$ cat config.mk
export PLATFORM = sky130hd
export DESIGN_NAME = tcu_drl_align_acc_flat
export DESIGN_NICKNAME = d
export VERILOG_FILES = /design/src/rtl/tcu_drl_align_acc_pkg.sv /design/src/rtl/tcu_drl_align_acc_if.sv /design/src/rtl/tcu_drl_align_lane.sv /design/src/rtl/tcu_drl_align_acc.sv /design/src/flat_wrapper.sv
export SDC_FILE = /design/constraint.sdc
export NUM_CORES = 1
export LEC_CHECK = 0
export ABC_AREA = 0
export CAP_MARGIN = 10
export CORE_MARGIN = 1.5
export CORE_UTILIZATION = 58
export DETAILED_ROUTE_END_ITERATION = 12
export GPL_ROUTABILITY_DRIVEN = 0
export HOLD_SLACK_MARGIN = 0.05
export PLACE_DENSITY = 0.8
export RECOVER_POWER = 100
export SKIP_LAST_GASP = 1
export SYNTH_ARGS = -nofsm -noshare
export SYNTH_HDL_FRONTEND = slang
export SYNTH_SLANG_ARGS = --single-unit
$ cat constraint.sdc
create_clock -name clk -period 8.3 [get_ports clk]
set_input_delay 0.83 -clock clk [delete_from_list [all_inputs] [get_ports clk]]
set_output_delay 0.83 -clock clk [all_outputs]
set_load 0.05 [all_outputs]
$ cat src/rtl/tcu_drl_align_acc_pkg.sv
// Shared TCU definitions used by the DRL align/accumulate slice.
//   fedp_excep_t        : exception flags carried alongside every beat
//   TCU_DRL_GUARD_BITS  : default number of guard bits below the significand LSB
//   tcu_drl_acc_width() : width of an exact signed sum of `terms` aligned values
package tcu_drl_align_acc_pkg;

  typedef struct packed {
    logic invalid;
    logic div_zero;
    logic overflow;
    logic underflow;
    logic inexact;
  } fedp_excep_t;

  localparam int TCU_DRL_GUARD_BITS = 3;

  // Each aligned term is a (w+g)-bit signed value; summing `terms` of them
  // needs clog2(terms) extra integer bits to be exact.
  function automatic int tcu_drl_acc_width(input int w, input int g, input int terms);
    return w + g + $clog2(terms);
  endfunction

endpackage

$ cat src/rtl/tcu_drl_align_acc_if.sv
// Beat channel between the DRL multiply/exponent stage, the align/accumulate
// stage and the normalize/round stage.
//   slave  modport : the align/accumulate stage (consumes *_in, produces *_out)
//   master modport : the surrounding logic (produces *_in, consumes *_out)
// Input side : valid_in/ready_in, req_id_in, max_exp_in, shift_amt, raw_sigs,
//              lane_mask, exceptions_in
// Output side: valid_out/ready_out, req_id_out, max_exp_out, acc_sum,
//              exceptions_out, sticky (only when TCU_DRL_STICKY_EN is defined)
interface tcu_drl_align_acc_if
  import tcu_drl_align_acc_pkg::*;
#(
  parameter int TCK   = 4,
  parameter int W     = 25,
  parameter int EXP_W = 10,
  parameter int G     = TCU_DRL_GUARD_BITS
);
  localparam int SW = tcu_drl_acc_width(W, G, TCK + 1);

  logic                     valid_in;
  logic                     ready_in;
  logic [31:0]              req_id_in;
  logic [EXP_W-1:0]         max_exp_in;
  logic [TCK:0][7:0]        shift_amt;
  logic [TCK:0][W-1:0]      raw_sigs;
  logic [TCK-1:0]           lane_mask;
  fedp_excep_t              exceptions_in;

  logic                     valid_out;
  logic                     ready_out;
  logic [31:0]              req_id_out;
  logic [EXP_W-1:0]         max_exp_out;
  logic signed [SW-1:0]     acc_sum;
  fedp_excep_t              exceptions_out;
`ifdef TCU_DRL_STICKY_EN
  logic                     sticky;
`endif

  modport slave (
    input  valid_in, req_id_in, max_exp_in, shift_amt, raw_sigs, lane_mask,
           exceptions_in, ready_out,
    output ready_in, valid_out, req_id_out, max_exp_out, acc_sum, exceptions_out
`ifdef TCU_DRL_STICKY_EN
    , output sticky
`endif
  );

  modport master (
    output valid_in, req_id_in, max_exp_in, shift_amt, raw_sigs, lane_mask,
           exceptions_in, ready_out,
    input  ready_in, valid_out, req_id_out, max_exp_out, acc_sum, exceptions_out
`ifdef TCU_DRL_STICKY_EN
    , input sticky
`endif
  );

endinterface

$ cat src/rtl/tcu_drl_align_lane.sv
// Combinational per-term alignment: appends G zero guard bits to a signed
// W-bit significand, arithmetic right-shifts it by `shift`, and forces the
// result to zero when the lane is disabled.
// Optional macro TCU_DRL_STICKY_EN adds the `sticky` output (OR of every bit
// discarded by the shift, zero for a disabled lane).
//   sig     : W-bit two's complement significand
//   shift   : right-shift amount
//   en      : lane enable (tie high for the C term)
//   aligned : (W+G)-bit signed aligned term
//   sticky  : discarded-bits indicator (TCU_DRL_STICKY_EN only)
module tcu_drl_align_lane #(
  parameter int W = 25,
  parameter int G = 3
) (
  input  logic [W-1:0]          sig,
  input  logic [7:0]            shift,
  input  logic                  en,
  output logic signed [W+G-1:0] aligned
`ifdef TCU_DRL_STICKY_EN
  , output logic                sticky
`endif
);
  localparam int WG = W + G;

  logic signed [WG-1:0] ext;
  logic                 shift_all;

  assign ext       = $signed({sig, {G{1'b0}}});
  // Shifting by the full width or more leaves only sign bits.
  assign shift_all = (shift >= 8'(WG));

  always_comb begin
    aligned = '0;
    if (en) begin
      if (shift_all) aligned = {WG{ext[WG-1]}};
      else           aligned = ext >>> shift;
    end
  end

`ifdef TCU_DRL_STICKY_EN
  logic [WG-1:0] drop_mask;

  assign drop_mask = shift_all ? '1 : ~({WG{1'b1}} << shift);
  assign sticky    = en && (|(ext & drop_mask));
`endif

endmodule

$ cat src/rtl/tcu_drl_align_acc.sv
// Align-and-accumulate stage following the DRL multiply/exponent stage.
// Aligns TCK product terms plus the C term to the shared maximum exponent,
// zeroes masked product lanes and sums all terms exactly into a signed
// SW-bit accumulator. Two registered stages with valid/ready backpressure;
// req_id, max_exp and exceptions travel unchanged beside the data.
// Optional macro TCU_DRL_STICKY_EN adds the `sticky` output and its logic.
// Ports:
//   clk     : clock
//   reset_n : asynchronous active-low reset
//   bus     : tcu_drl_align_acc_if.slave beat channel (input and output sides)
module tcu_drl_align_acc
  import tcu_drl_align_acc_pkg::*;
#(
  parameter int N     = 2,
  parameter int TCK   = 2 * N,
  parameter int W     = 25,
  parameter int EXP_W = 10,
  parameter int G     = TCU_DRL_GUARD_BITS
) (
  input logic                 clk,
  input logic                 reset_n,
  tcu_drl_align_acc_if.slave  bus
);
  localparam int T  = TCK + 1;
  localparam int WG = W + G;
  localparam int SW = tcu_drl_acc_width(W, G, T);
  localparam int LEVELS = (T > 1) ? $clog2(T) : 1;

  // Balanced pairwise adder tree over sign-extended aligned terms.
  function automatic logic signed [SW-1:0] tree_sum(input logic signed [WG-1:0] terms [T]);
    logic signed [SW-1:0] lvl [T];
    for (int i = 0; i < T; i++) lvl[i] = SW'(terms[i]);
    for (int l = 0; l < LEVELS; l++) begin
      for (int i = 0; i < T; i++) begin
        if (2 * i + 1 < T)  lvl[i] = lvl[2 * i] + lvl[2 * i + 1];
        else if (2 * i < T) lvl[i] = lvl[2 * i];
        else                lvl[i] = '0;
      end
    end
    return lvl[0];
  endfunction

  logic                 s2_advance;
  logic                 s1_load;
  logic                 s2_load;
  logic [T-1:0]         lane_en;
  logic signed [WG-1:0] lane_a [T];

  logic                 vld_p1;
  logic signed [WG-1:0] a_p1 [T];
  logic [31:0]          req_id_p1;
  logic [EXP_W-1:0]     max_exp_p1;
  fedp_excep_t          exc_p1;

  logic                 vld_p2;
  logic signed [SW-1:0] acc_p2;
  logic [31:0]          req_id_p2;
  logic [EXP_W-1:0]     max_exp_p2;
  fedp_excep_t          exc_p2;

`ifdef TCU_DRL_STICKY_EN
  logic [T-1:0]         lane_sticky;
  logic                 sticky_p1;
  logic                 sticky_p2;
`endif

  // The C term (index TCK) can never be masked.
  assign lane_en = {1'b1, bus.lane_mask};

  for (genvar i = 0; i < T; i++) begin : g_lane
    tcu_drl_align_lane #(.W(W), .G(G)) u_lane (
      .sig     (bus.raw_sigs[i]),
      .shift   (bus.shift_amt[i]),
      .en      (lane_en[i]),
      .aligned (lane_a[i])
`ifdef TCU_DRL_STICKY_EN
      , .sticky(lane_sticky[i])
`endif
    );
  end

  // An empty stage 2 always advances, so bubbles collapse.
  assign s2_advance   = !vld_p2 || bus.ready_out;
  assign bus.ready_in = !vld_p1 || s2_advance;
  assign s1_load      = bus.valid_in && bus.ready_in;
  assign s2_load      = vld_p1 && s2_advance;

  always_ff @(posedge clk or negedge reset_n) begin
    if (!reset_n) begin
      vld_p1     <= 1'b0;
      vld_p2     <= 1'b0;
      for (int i = 0; i < T; i++) a_p1[i] <= '0;
      req_id_p1  <= '0;
      max_exp_p1 <= '0;
      exc_p1     <= '0;
      acc_p2     <= '0;
      req_id_p2  <= '0;
      max_exp_p2 <= '0;
      exc_p2     <= '0;
`ifdef TCU_DRL_STICKY_EN
      sticky_p1  <= 1'b0;
      sticky_p2  <= 1'b0;
`endif
    end else begin
      // ---- stage 1: aligned terms ----
      if (bus.ready_in) vld_p1 <= bus.valid_in;
      if (s1_load) begin
        a_p1       <= lane_a;
        req_id_p1  <= bus.req_id_in;
        max_exp_p1 <= bus.max_exp_in;
        exc_p1     <= bus.exceptions_in;
`ifdef TCU_DRL_STICKY_EN
        sticky_p1  <= |lane_sticky;
`endif
      end
      // ---- stage 2: accumulated sum ----
      if (s2_advance) vld_p2 <= vld_p1;
      if (s2_load) begin
        acc_p2     <= tree_sum(a_p1);
        req_id_p2  <= req_id_p1;
        max_exp_p2 <= max_exp_p1;
        exc_p2     <= exc_p1;
`ifdef TCU_DRL_STICKY_EN
        sticky_p2  <= sticky_p1;
`endif
      end
    end
  end

  assign bus.valid_out      = vld_p2;
  assign bus.acc_sum        = acc_p2;
  assign bus.req_id_out     = req_id_p2;
  assign bus.max_exp_out    = max_exp_p2;
  assign bus.exceptions_out = exc_p2;
`ifdef TCU_DRL_STICKY_EN
  assign bus.sticky         = sticky_p2;
`endif

endmodule

$ cat src/flat_wrapper.sv
// flat-port wrapper written by rule: the top's interface ports become plain ports
module tcu_drl_align_acc_flat import tcu_drl_align_acc_pkg::*;
#(
  parameter int N     = 2,
  parameter int TCK   = 2 * N,
  parameter int W     = 25,
  parameter int EXP_W = 10,
  parameter int G     = TCU_DRL_GUARD_BITS
)
  (clk, reset_n, bus_valid_in, bus_req_id_in, bus_max_exp_in, bus_shift_amt, bus_raw_sigs, bus_lane_mask, bus_exceptions_in, bus_ready_out, bus_ready_in, bus_valid_out, bus_req_id_out, bus_max_exp_out, bus_acc_sum, bus_exceptions_out);
  tcu_drl_align_acc_if #(.TCK(TCK), .W(W), .EXP_W(EXP_W), .G(G)) bus_i ();
  input logic clk;
  input logic reset_n;
  input wire logic [$bits(bus_i.valid_in)-1:0] bus_valid_in;
  input wire logic [$bits(bus_i.req_id_in)-1:0] bus_req_id_in;
  input wire logic [$bits(bus_i.max_exp_in)-1:0] bus_max_exp_in;
  input wire logic [$bits(bus_i.shift_amt)-1:0] bus_shift_amt;
  input wire logic [$bits(bus_i.raw_sigs)-1:0] bus_raw_sigs;
  input wire logic [$bits(bus_i.lane_mask)-1:0] bus_lane_mask;
  input wire logic [$bits(bus_i.exceptions_in)-1:0] bus_exceptions_in;
  input wire logic [$bits(bus_i.ready_out)-1:0] bus_ready_out;
  output wire logic [$bits(bus_i.ready_in)-1:0] bus_ready_in;
  output wire logic [$bits(bus_i.valid_out)-1:0] bus_valid_out;
  output wire logic [$bits(bus_i.req_id_out)-1:0] bus_req_id_out;
  output wire logic [$bits(bus_i.max_exp_out)-1:0] bus_max_exp_out;
  output wire logic [$bits(bus_i.acc_sum)-1:0] bus_acc_sum;
  output wire logic [$bits(bus_i.exceptions_out)-1:0] bus_exceptions_out;
  assign bus_i.valid_in = bus_valid_in;
  assign bus_i.req_id_in = bus_req_id_in;
  assign bus_i.max_exp_in = bus_max_exp_in;
  assign bus_i.shift_amt = bus_shift_amt;
  assign bus_i.raw_sigs = bus_raw_sigs;
  assign bus_i.lane_mask = bus_lane_mask;
  assign bus_i.exceptions_in = bus_exceptions_in;
  assign bus_i.ready_out = bus_ready_out;
  assign bus_ready_in = bus_i.ready_in;
  assign bus_valid_out = bus_i.valid_out;
  assign bus_req_id_out = bus_i.req_id_out;
  assign bus_max_exp_out = bus_i.max_exp_out;
  assign bus_acc_sum = bus_i.acc_sum;
  assign bus_exceptions_out = bus_i.exceptions_out;
  tcu_drl_align_acc #(.N(N), .TCK(TCK), .W(W), .EXP_W(EXP_W), .G(G)) u_core (.clk(clk), .reset_n(reset_n), .bus(bus_i));
endmodule
After elaboration in Yosys (flattened, before gate mapping) --
Cells that the tools add are included.
Storage, ports and cells: register bits after elaboration 267, input bits 220, output and inout bits 80, logic and storage cells 58
Cells by class: add/sub/neg operators 5, magnitude comparators 5, shift operators 5, multiplexer cells 15, reductions and logical operators 6
Operators by type and width (number):
- $mux 28 | 9
- $mux 31 | 6
- $sshr 28x8->28 | 5
- $add 31x31->31 | 3
- $add 28x28->29 | 2
- $ge 8x5->1 const B | 5
- $logic_and 1x1->1 | 2
- $logic_not 1->1 | 2
- $logic_or 1x1->1 | 2

Logic depth before layout (Yosys ltp) --
Gate-level depths: netlist (run 1).
depth in word-level cells 7, gate-level depth with buffers 29, mapped depth without buffers 29

Cells and area by module --
A second synthesis (run 1) with hierarchy kept.
Unflattened totals: cells, all modules 2721, area total of the unflattened synthesis 26011.2 um^2
Modules (own cells, without submodules):
- tcu_drl_align_acc | instances 1, cells each 1406, area each 15588.7 um^2, sequential area each 6681.4 um^2
- tcu_drl_align_lane | instances 5, cells each 263, area each 2084.5 um^2, sequential area each 0.0 um^2

Worst setup path after synthesis (run 1) --
No wires, ideal clock.
kind register to register, start point reg u_core.a_p1[28] in the netlist's numbering, end point reg u_core.acc_p2[30], in the netlist u_core.bus.acc_sum[30], library setup time 0.087 ns, data arrival time 5.655 ns, data required time 8.213 ns, path slack 2.559 ns, cell stages (with the launch flop) 29, path buffers 1, period minus slack after synthesis 5.741 ns, cells stage by stage dfrtp_1 ha_1 inv_1 fa_1 nor2b_4 o31a_4 o31a_2 o21ai_0 nand2b_1 a21o_1 a21oi_1 xnor2_1 ha_1 a21o_1 a21o_1 a221o_1 a21o_1 a311o_1 xor2_1 ha_1 buf_2 and3_1 nand2_1 o41ai_1 o21ai_0 nand2_1 o21ai_0 a2111o_1 o211ai_1
Between the ends: cells in the longest elaborated chain, start to end 5
RTL lines:
- from (decl) | RTL line tcu_drl_align_acc.sv:50 | logic signed [WG-1:0] a_p1 [T];
- from (signal assigned) | RTL line tcu_drl_align_acc.sv:108 | a_p1 <= lane_a;
- $add 28x28->29 | RTL line tcu_drl_align_acc.sv:35 | if (2 * i + 1 < T) lvl[i] = lvl[2 * i] + lvl[2 * i + 1];
- $mux 31 | RTL line tcu_drl_align_acc.sv:118 | if (s2_load) begin
- $add 31x31->31 | RTL line tcu_drl_align_acc.sv:35
- $mux 31 | RTL line tcu_drl_align_acc.sv:118
- $add 31x31->31 | RTL line tcu_drl_align_acc.sv:35
- to (signal assigned) | RTL line tcu_drl_align_acc.sv:119 | acc_p2 <= tree_sum(a_p1);
- to (decl) | RTL line tcu_drl_align_acc.sv:56 | logic signed [SW-1:0] acc_p2;
Every way passes these cells. The select of a mux whose other input is x is not followed. A chain may end at the register's enable or synchronous reset.

Final worst setup path (run 1) --
start point reg u_core.a_p1[84] in the netlist's numbering, end point reg u_core.acc_p2[22], in the netlist u_core.bus.acc_sum[22]
The elaborated chain is that of the path after synthesis.

==> results by group, run 1 <==
Run status
  – Status: finished, violations left
  – Failing checks: capacitance limit, slew limit

Clock tree
  – Max clock buf depth: 3
  – Clk root buf: clkbuf_16
  – # hold bufs at CTS: 0
  – CTS H-tree lvls: 1
  – Post-cts resize count: 0
  – Setup Fix Bufs, Post-CTS: 0
  – Latest clock arrival within the worst-skew pair: 0.57 ns
  – Clock buffer count from CTS: 28
  – Clk slew on worst S/H paths: 0.06 ns
  – CTS tree: built
  – Clk sinks: 267

Layout
  – Share of layout cells above drive strength 1: 9.11%
  – Most frequent cells in the layout: nand2_1, o21ai_0, dfrtp_1, mux2i_1, clkdlybuf4s50_1
  – Antenna diodes: 0
  – Fill count: 3,159
  – Register area: 6680 µm²
  – Commonest non-fill, non-tap cell in the layout: nand2_1
  – Layout Nets: 3,330
  – Final Util: 69.2%
  – Layout area overhead: 17.1%
  – Area of the multi-input gates: 16,000 µm²
  – Post-route insts no fill: 3,532

Floorplan
  – Starting Density: 59.1%
  – Placement Rows: 73
  – Die area: 41,900 µm²
  – Die height: 205 µm
  – DIE WIDTH: 205 µm
  – Core area: 39,900 µm²
  – Top Ports: 300

Synthesis
  – Post-synthesis register bit count: 267
  – Net Count, Synth: 3,168
  – Async SR Flop Fraction: 100%
  – Sequential area share after synthesis: 28.3%
  – Main flop type after synthesis: dfrtp_1
  – Syn Inst Count: 2,825
  – YS warnings: 0
  – Number of synthesized flops with an enable pin: 0
  – Synth area leaders: dfrtp_1, mux2i_1, nand2_1, mux2_2, o21ai_0
  – Avg Cell Area, Syn: 8.35 µm²
  – Netlist cell types: 89
  – Post-synth top area share: 28.3%
  – Post-Syn Area: 23,600 µm²
  – Largest area contributor in the netlist: dfrtp_1

Setup path
  – Worst path required time: 8.60 ns
  – CP Buf/Inv Count: 1
  – Crit. End Element: register
  – CP max-delay cell: o41ai_1
  – Arr. time, crit path: 6.79 ns
  – Crit-path max cell delay: 0.49 ns
  – CP Launch Type: register
  – Crit path max fanout: 8
  – Crit-path leading delay family: compound AO/OA/AOI/OAI gates
  – WS Path Type: register to register

Timing
  – Final hold slack: 0.462 ns
  – Worst slew pin tran: 6.28 ns
  – Max-slew headroom: -318%
  – Setup TNS: 0 ns
  – Hold Vio Cnt, Final: 0
  – Unrepaired setup endpoints after global routing: no
  – Final setup fails: 0
  – Clock Skew: 0.0164 ns
  – Max-slew violations: 429
  – Minimum clock period: 6.49 ns
  – Fin crit share: 78.2%
  – Fmax: 154 MHz

Drt
  – DRT Wirelength: 65,700 µm
  – DR DRC count: 0
  – Drt initial violations: 2,070
  – Number of vias per cell: 6.28
  – Pre-Repair DR Iteration Count: 8
  – Vias: 22,200
  – Routed Antenna Nets: 0
  – WL per Instance: 18.6 µm

GRT
  – Via count of the first global-routing pass: 21,000
  – GRT Residual Overflow: 0
  – Antenna violations before repair: 0
  – Global-route usage over all layers: 30.7%
  – First-pass GRT wire length: 106,000 µm
  – Largest net degree at the start of global routing: 149

Power
  – Worst VDD drop: 160 µV
  – Leakage: 12.8 nW
  – Pwr/cell area: 271 nW/µm²

Placement
  – Placed insts: 3,479
  – Port buffer count: 299
  – Hpwl dp: 49,600 µm

Run
  – Max-cap viol count: 5

Worst hold path
  – Worst hold path type: register to register
## final timing paths
| kind | start | endpoint | slack, ns | depth (start not counted) |
|---|---|---|---|---|
| min reg2reg | u_core.exc_p1[1]$_DFFE_PN0P_ | u_core.bus.exceptions_out[1]$_DFFE_PN0P_ | 0.46 | 2 |
| min in group asynchronous | reset_n | u_core.bus.acc_sum[6]$_DFFE_PN0P_ | 2.54 | 1 |
| max | u_core.a_p1[84]$_DFFE_PN0P_ | u_core.bus.acc_sum[22]$_DFFE_PN0P_ | 1.81 | 26 |
| max reg2reg | u_core.a_p1[84]$_DFFE_PN0P_ | u_core.bus.acc_sum[22]$_DFFE_PN0P_ | 1.81 | 26 |
| min | u_core.exc_p1[1]$_DFFE_PN0P_ | u_core.bus.exceptions_out[1]$_DFFE_PN0P_ | 0.46 | 2 |
| max in group asynchronous | reset_n | u_core.a_p1[50]$_DFFE_PN0P_ | 2.14 | 1 |
## worst reg2reg max path, cell delays in order (launching register included)
cell and delay [ns]:
dfrtp_1 0.38, ha_1 0.22, inv_1 0.07, fa_1 0.20, nor2b_1 0.07, o31a_1 0.27, o41ai_1 0.49, nor2b_1 0.32
o21bai_1 0.10, a21oi_1 0.19, xnor2_1 0.09, ha_1 0.38, a21o_1 0.21, a21o_1 0.17, a221o_1 0.30, a21o_1 0.20
a311o_1 0.39, xor2_1 0.16, ha_1 0.43, and3_1 0.25, nand2_1 0.12, o41ai_1 0.45, nor2_1 0.10, a211oi_1 0.22
o21ai_0 0.14, mux2i_1 0.16, o311ai_0 0.14
## synthesized netlist by cell type, types with 33 or more instances
master	n
clkbuf_1	129
nor2_1	127
a211oi_1	43
xnor2_1	47
a21oi_1	168
mux2_2	149
inv_1	37
ha_1	119
nand3_1	38
nor3_1	51
nand2_1	494
a22o_1	41
dfrtp_1	267
xor2_1	33
o21ai_0	324
mux2i_1	264
a21o_1	63
## per-stage QoR
stage	instance area, µm²	power (mW)	setup WS [ns]
finish	27600	7.50	1.81
global route	27600	7.99	0.848
CTS	27700	7.49	1.96
detailed placement	26700	6.14	2.00
global placement	26700	6.00	2.12
floorplan	23600	4.91	2.56
## power breakdown
| part | internal (mW) | total [mW] | switching (mW) |
|---|---|---|---|
| Clock | 0.784 | 1.32 | 0.540 |
| Sequential | 1.55 | 1.71 | 0.159 |
| Combinational | 1.74 | 4.47 | 2.73 |
| Total | 4.07 | 7.50 | 3.43 |
## registers in the layout, indices dropped and copies added, names as in the netlist
register / count
u_core.a_p1: 140
u_core.bus.req_id_out: 32
u_core.req_id_p1: 32
u_core.bus.acc_sum: 31
u_core.bus.max_exp_out: 10
u_core.max_exp_p1: 10
u_core.bus.exceptions_out: 5
u_core.exc_p1: 5
u_core.bus.valid_out: 1
u_core.vld_p1: 1
## final cells by class
type / count / share of cell area (%)
well taps: 525 / 2.38
inverters: 40 / 0.543
multi-input cells: 2323 / 57.8
flip-flops and latches: 267 / 24.2
repair buffers: 327 / 11.6
clock inverters: 14 / 0.761
clock buffers: 36 / 2.79
## cells by family (layout without fill, tap and decap cells)
logic type      after synthesis  in the layout  synth area share [%]
mux                         430            430                  19.9
buf+inv                     235            417                  4.00
flops                       267            267                  28.3
fa+ha+maj                   123            123                  6.65
simple gates                837            837                  15.4
xor+xnor                     80             80                  2.97
compound gates              853            853                  22.8
## layer usage
metal  share of wire [%]  track usage, %  vias to the layer above  routed length, µm
li1                    -               -                    10600                  -
met1                  44            42.6                    10500              28800
met2                  45            49.0                      941              29800
met3                 7.1            3.99                      146               4670
met4                 3.5            10.6                        0               2320
met5                   0               0                        -                  0
(Power assumes the default switching activity.)
==> inputs of run 2 (changes only) <==
==> constraint.sdc (replaced) <==
create_clock -name clk -period 6.5 [get_ports clk]
set_input_delay 0.65 -clock clk [delete_from_list [all_inputs] [get_ports clk]]
set_output_delay 0.65 -clock clk [all_outputs]
set_load 0.05 [all_outputs]
==> run 2 against run 1 <==
The flow still finishes with violations (capacitance limit, slew limit). Global-route usage shrank 0.14 points. Via count is 0.34% lower. Critical path depth increased by 1. Count of clock-buffer cells in the layout is 1 higher. Combinational power is 29% higher. Clock skew is 0.0012 ns higher. Setup slack got worse by 1.5 ns. Core utilization up 0.34 points. Final area grew 0.49%. Maximum frequency increased by 4.7%. Flip-flop and latch count stayed put. Non-clock buffer count rose by 4. Critical endpoint is now u_core.bus.acc_sum[27]$_DFFE_PN0P_. Largest cell class unchanged.
==> results by group, run 2 (synthesis gave the netlist of run 1 again) <==
GRT
  – GRT Residual Overflow: 0 (unchanged)
  – Largest net degree at the start of global routing: 149 (unchanged)
  – Via count of the first global-routing pass: 21,100 (+0.35%)
  – Global-route usage over all layers: 30.5% (-0.14 points)
  – First-pass GRT wire length: 106,000 µm (-0.51%)
  – Antenna violations before repair: 0 (unchanged)

Layout
  – Commonest non-fill, non-tap cell in the layout: nand2_1
  – Max reg flops: 140 (unchanged)
  – Layout Nets: 3,335 (+0.15%)
  – Design area: 27,800 µm² (+0.49%)
  – Layout area overhead: 17.7%
  – Most frequent cells in the layout: nand2_1, o21ai_0, dfrtp_1, mux2i_1, clkdlybuf4s50_1
  – Antenna diodes: 0 (unchanged)
  – Share of layout cells above drive strength 1: 9.76% (+0.65 points)
  – Largest Register: u_core.a_p1

Drt
  – Vias: 22,100 (-0.34%)
  – Drt initial violations: 1,956 (-5.5%)
  – Pre-Repair DR Iteration Count: 6 (-2)
  – Number of vias per cell: 6.24 (-0.51%)
  – DR DRC count: 0 (unchanged)
  – DRT Wirelength: 65,600 µm (about the same)
  – Routed Antenna Nets: 0 (unchanged)
  – WL per Instance: 18.5 µm (-0.22%)

Run
  – Max-cap viol count: 3 (-2)

Worst hold path
  – Hold Startpoint: u_core.bus.req_id_out[24]$_DFFE_PN0P_
  – Worst hold path type: register to register

Timing
  – Clock Skew: 0.0176 ns (+0.00118 ns)
  – Max-slew violations: 260 (-39%)
  – Max-slew headroom: -244% (+75 points)
  – Fin crit share: 95.4% (+17 points)
  – Hold Vio Cnt, Final: 0 (unchanged)
  – Minimum clock period: 6.20 ns (-0.291 ns)
  – Final setup fails: 0 (unchanged)
  – Fmax: 161 MHz (+4.7%)
  – Worst slew pin tran: 5.15 ns (-1.12 ns)

Floorplan
  – Die area: 41,900 µm² (unchanged)
  – Die height: 205 µm (unchanged)
  – DIE WIDTH: 205 µm (unchanged)
  – Starting Density: 59.1% (unchanged)
  – Placement Rows: 73 (unchanged)
  – Core area: 39,900 µm² (unchanged)
  – Top Ports: 300 (unchanged)

Clock tree
  – Clock buffer count from CTS: 29 (+3.6%)
  – Max clock buf depth: 3 (unchanged)
  – Clk root buf: clkbuf_16
  – Clk sinks: 267 (unchanged)
  – Clk slew on worst S/H paths: 0.06 ns (about the same)
  – CTS H-tree lvls: 1 (unchanged)
  – CTS tree: built
  – Latest clock arrival within the worst-skew pair: 0.55 ns (-0.02 ns)

Placement
  – Dpl cell area: 26,700 µm² (about the same)
  – Hpwl dp: 49,600 µm (about the same)
  – Port buffer count: 299 (unchanged)

Setup path
  – Arr. time, crit path: 6.64 ns (-0.15 ns)
  – WS Path Type: register to register
  – Crit path max fanout: 8 (unchanged)
  – CP Launch Type: register
  – Crit. End Element: register
  – R2R Setup Slk: 0.30 ns (-1.51 ns)
  – Reg-to-reg critical path startpoint: u_core.a_p1[28]$_DFFE_PN0P_
  – Beginning of the critical path: u_core.a_p1[28]$_DFFE_PN0P_
  – Worst path required time: 6.94 ns (-1.66 ns)

Run status
  – Failing checks: capacitance limit, slew limit
  – Status: finished, violations left

Power
  – Leakage: 12.9 nW (+0.57%)
  – Pwr/cell area: 348 nW/µm² (+28%)
  – Worst VDD drop: 269 µV (+69%)
  – Pwr Total: 9.66 mW (+29%)
run 2: changes by cell type in the layout (fill, tap and decap cells not counted), sizes merged:
cell,before,now
buf,25,29
clkdlybuf4s50,212,214
dlymetal6s4s,0,1
inv,40,41
dlygate4sd3,86,84
run 2: cell type report:
class | count | area (µm²)
Sequential cell | 267 | 6680
Tap cell | 525 | 657
Fill cell | 3125 | 12100
Clock inverter | 15 | 194
Timing Repair Buffer | 331 | 3230
Inverter | 40 | 150
Clock buffer | 37 | 806
Multi-Input combinational cell | 2323 | 16100
run 2: metrics by stage:
stage / hold slack (ns) / setup TNS (ns) / instances / setup slack (ns) / util, %
final: 0.466 / 0 / 3538 / 0.298 / 69.6
after global routing: 0.483 / -0.0122 / 3538 / -0.0122 / 69.6
after CTS: 0.176 / 0 / 3532 / 0.0814 / 69.3
after floorplan: 0.354 / 0 / 2825 / 0.759 / -
after detailed placement: 0.455 / 0 / 3480 / 0.121 / 66.8
after global placement: 0.444 / 0 / 3480 / 0.323 / 66.8
run 2: metal layers:
metal	vias up	global-route usage [%]	part of all wire, %	wire [µm]
li1	10600	-	-	-
met1	10300	42.3	44	28800
met2	962	48.6	45	29500
met3	164	3.39	6.9	4520
met4	0	12.3	4.2	2730
met5	-	0	0	0
run 2: path summary, 6_finish.rpt:
path	to	cells after the start
worst max-delay path	u_core.bus.acc_sum[27]$_DFFE_PN0P_	27
worst min register to register	u_core.bus.req_id_out[24]$_DFFE_PN0P_	2
max in group asynchronous	u_core.a_p1[71]$_DFFE_PN0P_	2
min in group asynchronous	u_core.bus.acc_sum[3]$_DFFE_PN0P_	1
worst min-delay path	u_core.bus.req_id_out[24]$_DFFE_PN0P_	2
worst max register to register	u_core.bus.acc_sum[27]$_DFFE_PN0P_	27
run 2: repair_timing:
item / 4_1_cts / 5_1_grt
hold buffers: 0 / 0
hold endpoints to repair: 0 / 0
endpoints found under the setup margin: 0 / 10
setup buffers: 0 / 3
gates resized for setup: 0 / 19
run 2: critical path, stage by stage (launching register included):
cell      delay [ns]
dfrtp_1         0.40
ha_1            0.23
inv_1           0.08
fa_2            0.21
nor2b_1         0.07
o31a_4          0.31
o31a_2          0.30
o21ai_0         0.15
nand2b_1        0.10
a21o_1          0.19
a21oi_1         0.18
xnor2_1         0.17
ha_1            0.31
a21o_1          0.19
a21o_1          0.19
a221o_1         0.31
a21o_1          0.20
a311o_1         0.37
xor2_1          0.16
ha_2            0.35
a22o_1          0.21
nor4_1          0.16
o21ai_0         0.15
a22oi_2         0.28
a21oi_1         0.17
o31a_1          0.29
o21a_1          0.17
o31ai_1         0.18
run 2: where the power goes:
group	switching, mW	internal (mW)	total [mW]
combinational	3.53	2.25	5.78
clock	0.670	1.03	1.70
sequential	0.199	1.98	2.18
total	4.40	5.26	9.66
